$ cat src/rtl/counter_mod_updown_if.sv
`default_nettype none
// +--------------------------------------------------------------------+
// | counter_mod_updown_if : control/status bundle for the counter      |
// | Revision: 1.0                                                      |
// +--------------------------------------------------------------------+
interface counter_mod_updown_if #(
  parameter int WIDTH = 8
);
  logic             clear;
  logic             load;
  logic [WIDTH-1:0] load_val;
  logic             en;
  logic             up;
  logic [WIDTH-1:0] count;
  logic             tc;
  logic             wrap;

  modport master (
    output clear, load, load_val, en, up,
    input  count, tc, wrap
  );

  modport slave (
    input  clear, load, load_val, en, up,
    output count, tc, wrap
  );
endinterface
`default_nettype wire

$ cat src/rtl/counter_mod_updown.sv
`default_nettype none
// +--------------------------------------------------------------------+
// | counter_mod_updown : modulo up/down counter, wrap or saturate      |
// | Revision: 1.0                                                      |
// +--------------------------------------------------------------------+
module counter_mod_updown #(
  parameter int          WIDTH     = 8,
  parameter int unsigned MOD_MAX   = 255,
  parameter bit          SATURATE  = 1'b0,
  parameter int unsigned RESET_VAL = 0
) (
  input  wire logic            clk,
  input  wire logic            reset,
  counter_mod_updown_if.slave  bus
);

  localparam logic [WIDTH-1:0] MAX_VAL = WIDTH'(MOD_MAX);
  localparam logic [WIDTH-1:0] RST_VAL = WIDTH'(RESET_VAL);
  localparam logic [WIDTH-1:0] ONE     = WIDTH'(1);

  logic [WIDTH-1:0] count_reg;
  logic             wrap_reg;
  logic             at_max;
  logic             at_zero;
  logic [WIDTH-1:0] load_clamped;

  always_comb begin
    at_max       = (count_reg == MAX_VAL);
    at_zero      = (count_reg == '0);
    load_clamped = (bus.load_val > MAX_VAL) ? MAX_VAL : bus.load_val;
  end

  // Boundary detection is by compare, so a full-range modulus wraps exactly
  // where natural WIDTH-bit overflow would.
  always_ff @(posedge clk or posedge reset) begin
    if (reset) begin
      count_reg <= RST_VAL;
      wrap_reg  <= 1'b0;
    end else begin
      wrap_reg <= 1'b0;
      if (bus.clear) begin
        count_reg <= '0;
      end else if (bus.load) begin
        count_reg <= load_clamped;
      end else if (bus.en) begin
        if (bus.up) begin
          if (!at_max) begin
            count_reg <= count_reg + ONE;
          end else if (!SATURATE) begin
            count_reg <= '0;
            wrap_reg  <= 1'b1;
          end
        end else begin
          if (!at_zero) begin
            count_reg <= count_reg - ONE;
          end else if (!SATURATE) begin
            count_reg <= MAX_VAL;
            wrap_reg  <= 1'b1;
          end
        end
      end
    end
  end

  assign bus.count = count_reg;
  assign bus.wrap  = wrap_reg;
  assign bus.tc    = bus.en & ~bus.clear & ~bus.load &
                     ((bus.up & at_max) | (~bus.up & at_zero));

endmodule
`default_nettype wire
$ cat src/flat_wrapper.sv
// flat-port wrapper written by rule: the top's interface ports become plain ports
module counter_mod_updown_flat 
#(
  parameter int          WIDTH     = 8,
  parameter int unsigned MOD_MAX   = 255,
  parameter bit          SATURATE  = 1'b0,
  parameter int unsigned RESET_VAL = 0
)
  (clk, reset, bus_clear, bus_load, bus_load_val, bus_en, bus_up, bus_count, bus_tc, bus_wrap);
  counter_mod_updown_if #(.WIDTH(WIDTH)) bus_i ();
  input  wire logic clk;
  input  wire logic reset;
  input wire logic [$bits(bus_i.clear)-1:0] bus_clear;
  input wire logic [$bits(bus_i.load)-1:0] bus_load;
  input wire logic [$bits(bus_i.load_val)-1:0] bus_load_val;
  input wire logic [$bits(bus_i.en)-1:0] bus_en;
  input wire logic [$bits(bus_i.up)-1:0] bus_up;
  output wire logic [$bits(bus_i.count)-1:0] bus_count;
  output wire logic [$bits(bus_i.tc)-1:0] bus_tc;
  output wire logic [$bits(bus_i.wrap)-1:0] bus_wrap;
  assign bus_i.clear = bus_clear;
  assign bus_i.load = bus_load;
  assign bus_i.load_val = bus_load_val;
  assign bus_i.en = bus_en;
  assign bus_i.up = bus_up;
  assign bus_count = bus_i.count;
  assign bus_tc = bus_i.tc;
  assign bus_wrap = bus_i.wrap;
  counter_mod_updown #(.WIDTH(WIDTH), .MOD_MAX(MOD_MAX), .SATURATE(SATURATE), .RESET_VAL(RESET_VAL)) u_core (.clk(clk), .reset(reset), .bus(bus_i));
endmodule
$ cat config.mk
export PLATFORM = sky130hd
export DESIGN_NAME = counter_mod_updown_flat
export DESIGN_NICKNAME = d
export VERILOG_FILES = /design/src/rtl/counter_mod_updown_if.sv /design/src/rtl/counter_mod_updown.sv /design/src/flat_wrapper.sv
export SDC_FILE = /design/constraint.sdc
export NUM_CORES = 1
export LEC_CHECK = 0
export BUFFER_PORTS_ARGS = -buffer_cell sky130_fd_sc_hd__buf_2
export CAP_MARGIN = 5
export CORE_AREA = 2 2 59 47
export DETAILED_ROUTE_END_ITERATION = 7
export DIE_AREA = 0 0 61 49
export GPL_TIMING_DRIVEN = 0
export PLACE_DENSITY = 0.58
export SYNTH_ARGS = -nofsm -noshare
export SYNTH_HDL_FRONTEND = slang
export SYNTH_SLANG_ARGS = --single-unit
$ cat constraint.sdc
create_clock -name clk -period 2.25 [get_ports clk]
set_input_delay 0.1125 -clock clk [delete_from_list [all_inputs] [get_ports clk]]
set_output_delay 0.1125 -clock clk [all_outputs]
set_load 0.01 [all_outputs]
# Word level (Yosys, flattened, before mapping)
# Cells that the tools add are included.
# Widths: inputs -> output; s select.
# totals
regBits	9
latch_bits	0
mem_bits_rw	0
romBits	0
mem_count	0
# classes
n_addsub	2
mul	0
div	0
n_lt_le_gt_ge	1
eq_ne	1
shifts	0
n_mux	13
bitwise_logic	9
reduce_logical	2
# ops
op	n
$mux 8	7
$add 8x1->8 const B	1
$eq 8x8->1 const B	1
$gt 8x8->1 const B	1
$logic_not 8->1	1
$sub 8x1->8 const B	1
$mux 1	6
$and 1x1->1	5
$not 1->1	3
$reduce_bool 3->1	1
$or 1x1->1	1

# Depth between registers and ports, before layout
# depth
ltp_word	6
depth_mapped	7
mapped_depth_nobuf	6

# Worst setup path before layout
# Ideal clock, no wire load.
# synth_timing
path_kind	reg2reg
from	register u_core.count_reg[0] (netlist: u_core.bus.count[0])
to	register u_core.count_reg[4] (netlist: u_core.bus.count[4])
setup_ns	0.104
arrival_ns	1.545
required_ns	2.146
path_slack_ns	0.601
path_stages_with_launch	8
period_less_slack_ns	1.649
path_cell_list	dfrtp_1 buf_2 inv_1 ha_1 nor3b_1 xor2_1 o221ai_1 a221oi_1
# synth_via
elab_chain_len	6
elab_cells_between_ends	10
classes_between	add/sub: 2; eq/ne: 1; mux: 6; reduce/logical: 1
# synth_rtl
element	line	source
start, declared	counter_mod_updown.sv:21	logic [WIDTH-1:0] count_reg;
start signal, assigned	counter_mod_updown.sv:44	count_reg <= load_clamped;
start signal, assigned	counter_mod_updown.sv:48	count_reg <= count_reg + ONE;
start signal, assigned	counter_mod_updown.sv:55	count_reg <= count_reg - ONE;
$sub 8x1->8 (tied with other cells)	counter_mod_updown.sv:55	
$mux 8, on equally long branches	counter_mod_updown.sv:54, counter_mod_updown.sv:47	
$mux 8 (*)	counter_mod_updown.sv:46	if (bus.up) begin
$mux 8 (*)	counter_mod_updown.sv:45	end else if (bus.en) begin
$mux 8 (*)	counter_mod_updown.sv:43	end else if (bus.load) begin
$mux 8 (*)	counter_mod_updown.sv:41	if (bus.clear) begin
# Mark *: on every way between the ends. The rest lies on a longest branch, timed or not. The select of a mux whose other input is x is not followed.
# A chain may end at the register's enable or synchronous reset.

# Final worst setup path
# layout_timing
from	register u_core.count_reg[0] (netlist: u_core.bus.count[0])
to	output bus_tc
# layout_via
elab_chain_len	4
elab_cells_between_ends	6
classes_between	eq/ne: 1; bitwise: 4; reduce/logical: 1
# layout_rtl
element	line	source
$eq 8x8->1 / $logic_not 8->1 (equally long branches)	counter_mod_updown.sv:28, counter_mod_updown.sv:29	
$and 1x1->1	counter_mod_updown.sv:68	((bus.up & at_max) | (~bus.up & at_zero));
$or 1x1->1 (*)	counter_mod_updown.sv:68	
$and 1x1->1 (*)	counter_mod_updown.sv:67	assign bus.tc = bus.en & ~bus.clear & ~bus.load &
end, declared	flat_wrapper.sv:19	output wire logic [$bits(bus_i.tc)-1:0] bus_tc;
# Mark *: on every way between the ends. The rest lies on a longest branch, timed or not.

==> results.py <==
metrics = {
    "layout": {
        "fill_cells": 249,
        "multi_input_area_um2": 597,
        "antenna_cells": 0,
        "final_area_um2": 1110,
        "drive_gt1_share_pct": 28.4,
        "register_area_um2": 225,
        "largest_reg_flops": 8,
        "nets": 159,
        "area_delta_synth_final_pct": 20.8,
    },
    "routing": {
        "drt_iter0_drc": 39,
        "antenna_left": 0,
        "finalWirelength_mm": 2.49,
        "route.detailed.drc": 0,
        "wl_per_cell_um": 14.1,
        "vias": 991,
        "drt_pass1_iterations": 4,
        "avgViaCountPerCell": 5.60,
    },
    "floorplan": {
        "rows": 16,
        "start_util_pct": 37.4,
        "die_x_um": 61,
        "dieArea_um2": 2990,
        "boundaryPins": 24,
        "chipHeight_um": 49,
        "fp.coreArea_um2": 2460,
    },
    "placed_design": {
        "place_area_um2": 1080,
        "place_hpwl_mm": 1.90,
        "place_congestion": 0.926,
        "portBuffers": 22,
    },
    "sta": {
        "min_period_over_period_pct": 89.4,
        "relSlewSlack_pct": 65.6,
        "setup-tns-final_ps": 0,
        "worstMarginPinSlew_ps": 511,
        "clock-skew-final_ps": 0.969,
        "setup_viol": 0,
        "slew_viol_final": 0,
        "rsz0062_at_grt": "false",
        "min_period_ps": 2010,
        "finalHoldViolCount": 0,
        "fmax_mhz": 497,
    },
    "power_and_ir_drop": {
        "cellPowerDensity_nw_per_um2": 467,
        "vdd_drop_max_mv": 0.116,
        "p_leak_nw": 0.531,
    },
    "setup_path": {
        "crit_arrival_ps": 1900,
        "criticalPathCategory": "reg2out",
        "cp.required_ps": 2140,
        "crit_fanout": 6,
        "startpoint_type": "flip-flop",
        "rrSetupSlack_ps": 410,
        "critPathCaptureType": "output pin",
    },
    "clock_network": {
        "cts_root_buf": "clkbuf_4",
        "clock_latency_ps": 270,
        "clock-sinks": 9,
        "path_clk_slew_ps": 60,
        "numCtsBuffers": 3,
        "postCtsSetupBuffers": 0,
        "cts_max_level": 1,
        "tritoncts": "yes",
        "clock_path_buffers": 2,
        "cts_resized": 0,
    },
    "yosys": {
        "ys_seq_area_share_pct": 24.5,
        "synth_area_per_cell_um2": 8.08,
        "netlist_area_um2": 921,
        "synth_flop_cell": "dfrtp_1",
        "synth_fp_nets": 131,
        "synth_cells": 114,
        "async_flop_share_pct": 100,
        "synth-edff-count": 0,
        "synth-seq-cells": 9,
        "synth_cell_type_count": 46,
        "yosysWarnings": 0,
    },
    "global_routing": {
        "grt.total_usage_pct": 18.5,
        "grt_pass1_wl_mm": 4.12,
        "overflow": 0,
        "antenna_found_initial": 0,
        "grt_max_degree": 11,
        "grt_pass1_vias": 877,
    },
    "job": {
        "cap_violations": 0,
    },
    "worst_hold_path": {
        "hp-class": "in2reg",
    },
    "run_status": {
        "outcome": "complete, no violations",
    },
}
==> timing repair <==
action,CTS,global route
endpoints found under the hold margin,9,0
hold buffers,1,0
endpoints found under the setup margin,0,0
==> synth_stat cells (3+ instances only) <==
cell type / number / area [um^2]
a21oi_1: 9 / 45.0
xnor2_1: 3 / 26.3
ha_1: 3 / 37.5
nand3_1: 6 / 30.0
nand2_1: 6 / 22.5
inv_1: 12 / 45.0
nor2_1: 9 / 33.8
nand4_1: 3 / 18.8
nor3_1: 3 / 15.0
dfrtp_1: 9 / 225
buf_2: 4 / 20.0
==> cell usage in the layout (no fill, tap or decap), types with 2 or more instances in the layout <==
cell      instances
buf_2            26
inv_1            12
a21oi_1           9
nor2_1            9
dfrtp_1           9
nand2_1           6
nand3_1           6
clkbuf_1          3
nor3_1            3
nand4_1           3
xnor2_1           3
ha_1              3
clkbuf_4          3
buf_6             2
o221ai_1          2
xor2_1            2
a311oi_1          2
a211oi_1          2
nand2b_1          2
mux2i_1           2
and3_1            2
o211ai_1          2
o211a_1           2
o31ai_1           2
==> metrics by stage <==
stage	hold WS (ps)	instances	total power, W	setup WS (ps)	util, %
after floorplan	-59.6	114	0.000332	601	-
after global placement	101	172	0.000388	502	43.7
after detailed placement	105	172	0.000389	432	43.7
after CTS	102	177	0.000521	290	45.2
after global routing	94.3	177	0.000562	128	45.2
final	98.6	177	0.000520	239	45.2
==> worst max-delay path, stage by stage, from the launching register on <==
cell and delay [ps]:
dfrtp_1 390, ha_1 290, nand2_1 130, nor4_2 470
o211a_1 230, buf_2 120
==> per-layer routing <==
| layer | share of wire [%] | vias up | GRT usage, % |
|---|---|---|---|
| met5 | 0 | - | 0 |
| met4 | 1.8 | 0 | 5.80 |
| met3 | 9.6 | 5 | 3.98 |
| met2 | 43 | 47 | 26.9 |
| met1 | 45 | 457 | 27.0 |
| li1 | - | 482 | - |
==> worst paths after layout <==
path,startpoint,to,cells past startpoint
setup / recovery,u_core.bus.count[0],bus_tc,5
hold / removal,bus_load_val[4],u_core.bus.count[4],3
min in group asynchronous,reset,u_core.bus.count[5],3
hold reg to reg,u_core.bus.count[6],u_core.bus.count[6],3
setup reg to reg,u_core.bus.count[0],u_core.bus.count[4],7
max in group asynchronous,reset,u_core.bus.count[1],3
==> cell families after synthesis <==
group | Yosys count | share of synthesized area (%)
AO/OA/AOI/OAI | 33 | 27.4
multiplexers | 2 | 2.17
flip-flops | 9 | 24.5
XOR/XNOR | 5 | 4.76
adder cells (fa/ha/maj) | 3 | 4.08
buffers and inverters | 21 | 10.7
AND/OR/NAND/NOR | 41 | 26.4
==> power breakdown <==
part           leakage (nW)  internal [W]  switching, W  total [W]
logic                 0.398     0.0000854      0.000111   0.000197
registers             0.118      0.000174     0.0000168   0.000191
clock network        0.0150     0.0000688     0.0000635   0.000132
total                 0.531      0.000328      0.000192   0.000520
==> layout make-up <==
cell class	instances	area share (%)
multi-input cells	84	53.7
clock buffers	4	2.36
inverters	12	4.05
flip-flops and latches	9	20.2
plain buffers	9	4.84
repair buffers	23	10.8
well taps	36	4.05
Power figures use the tool's default switching activity.
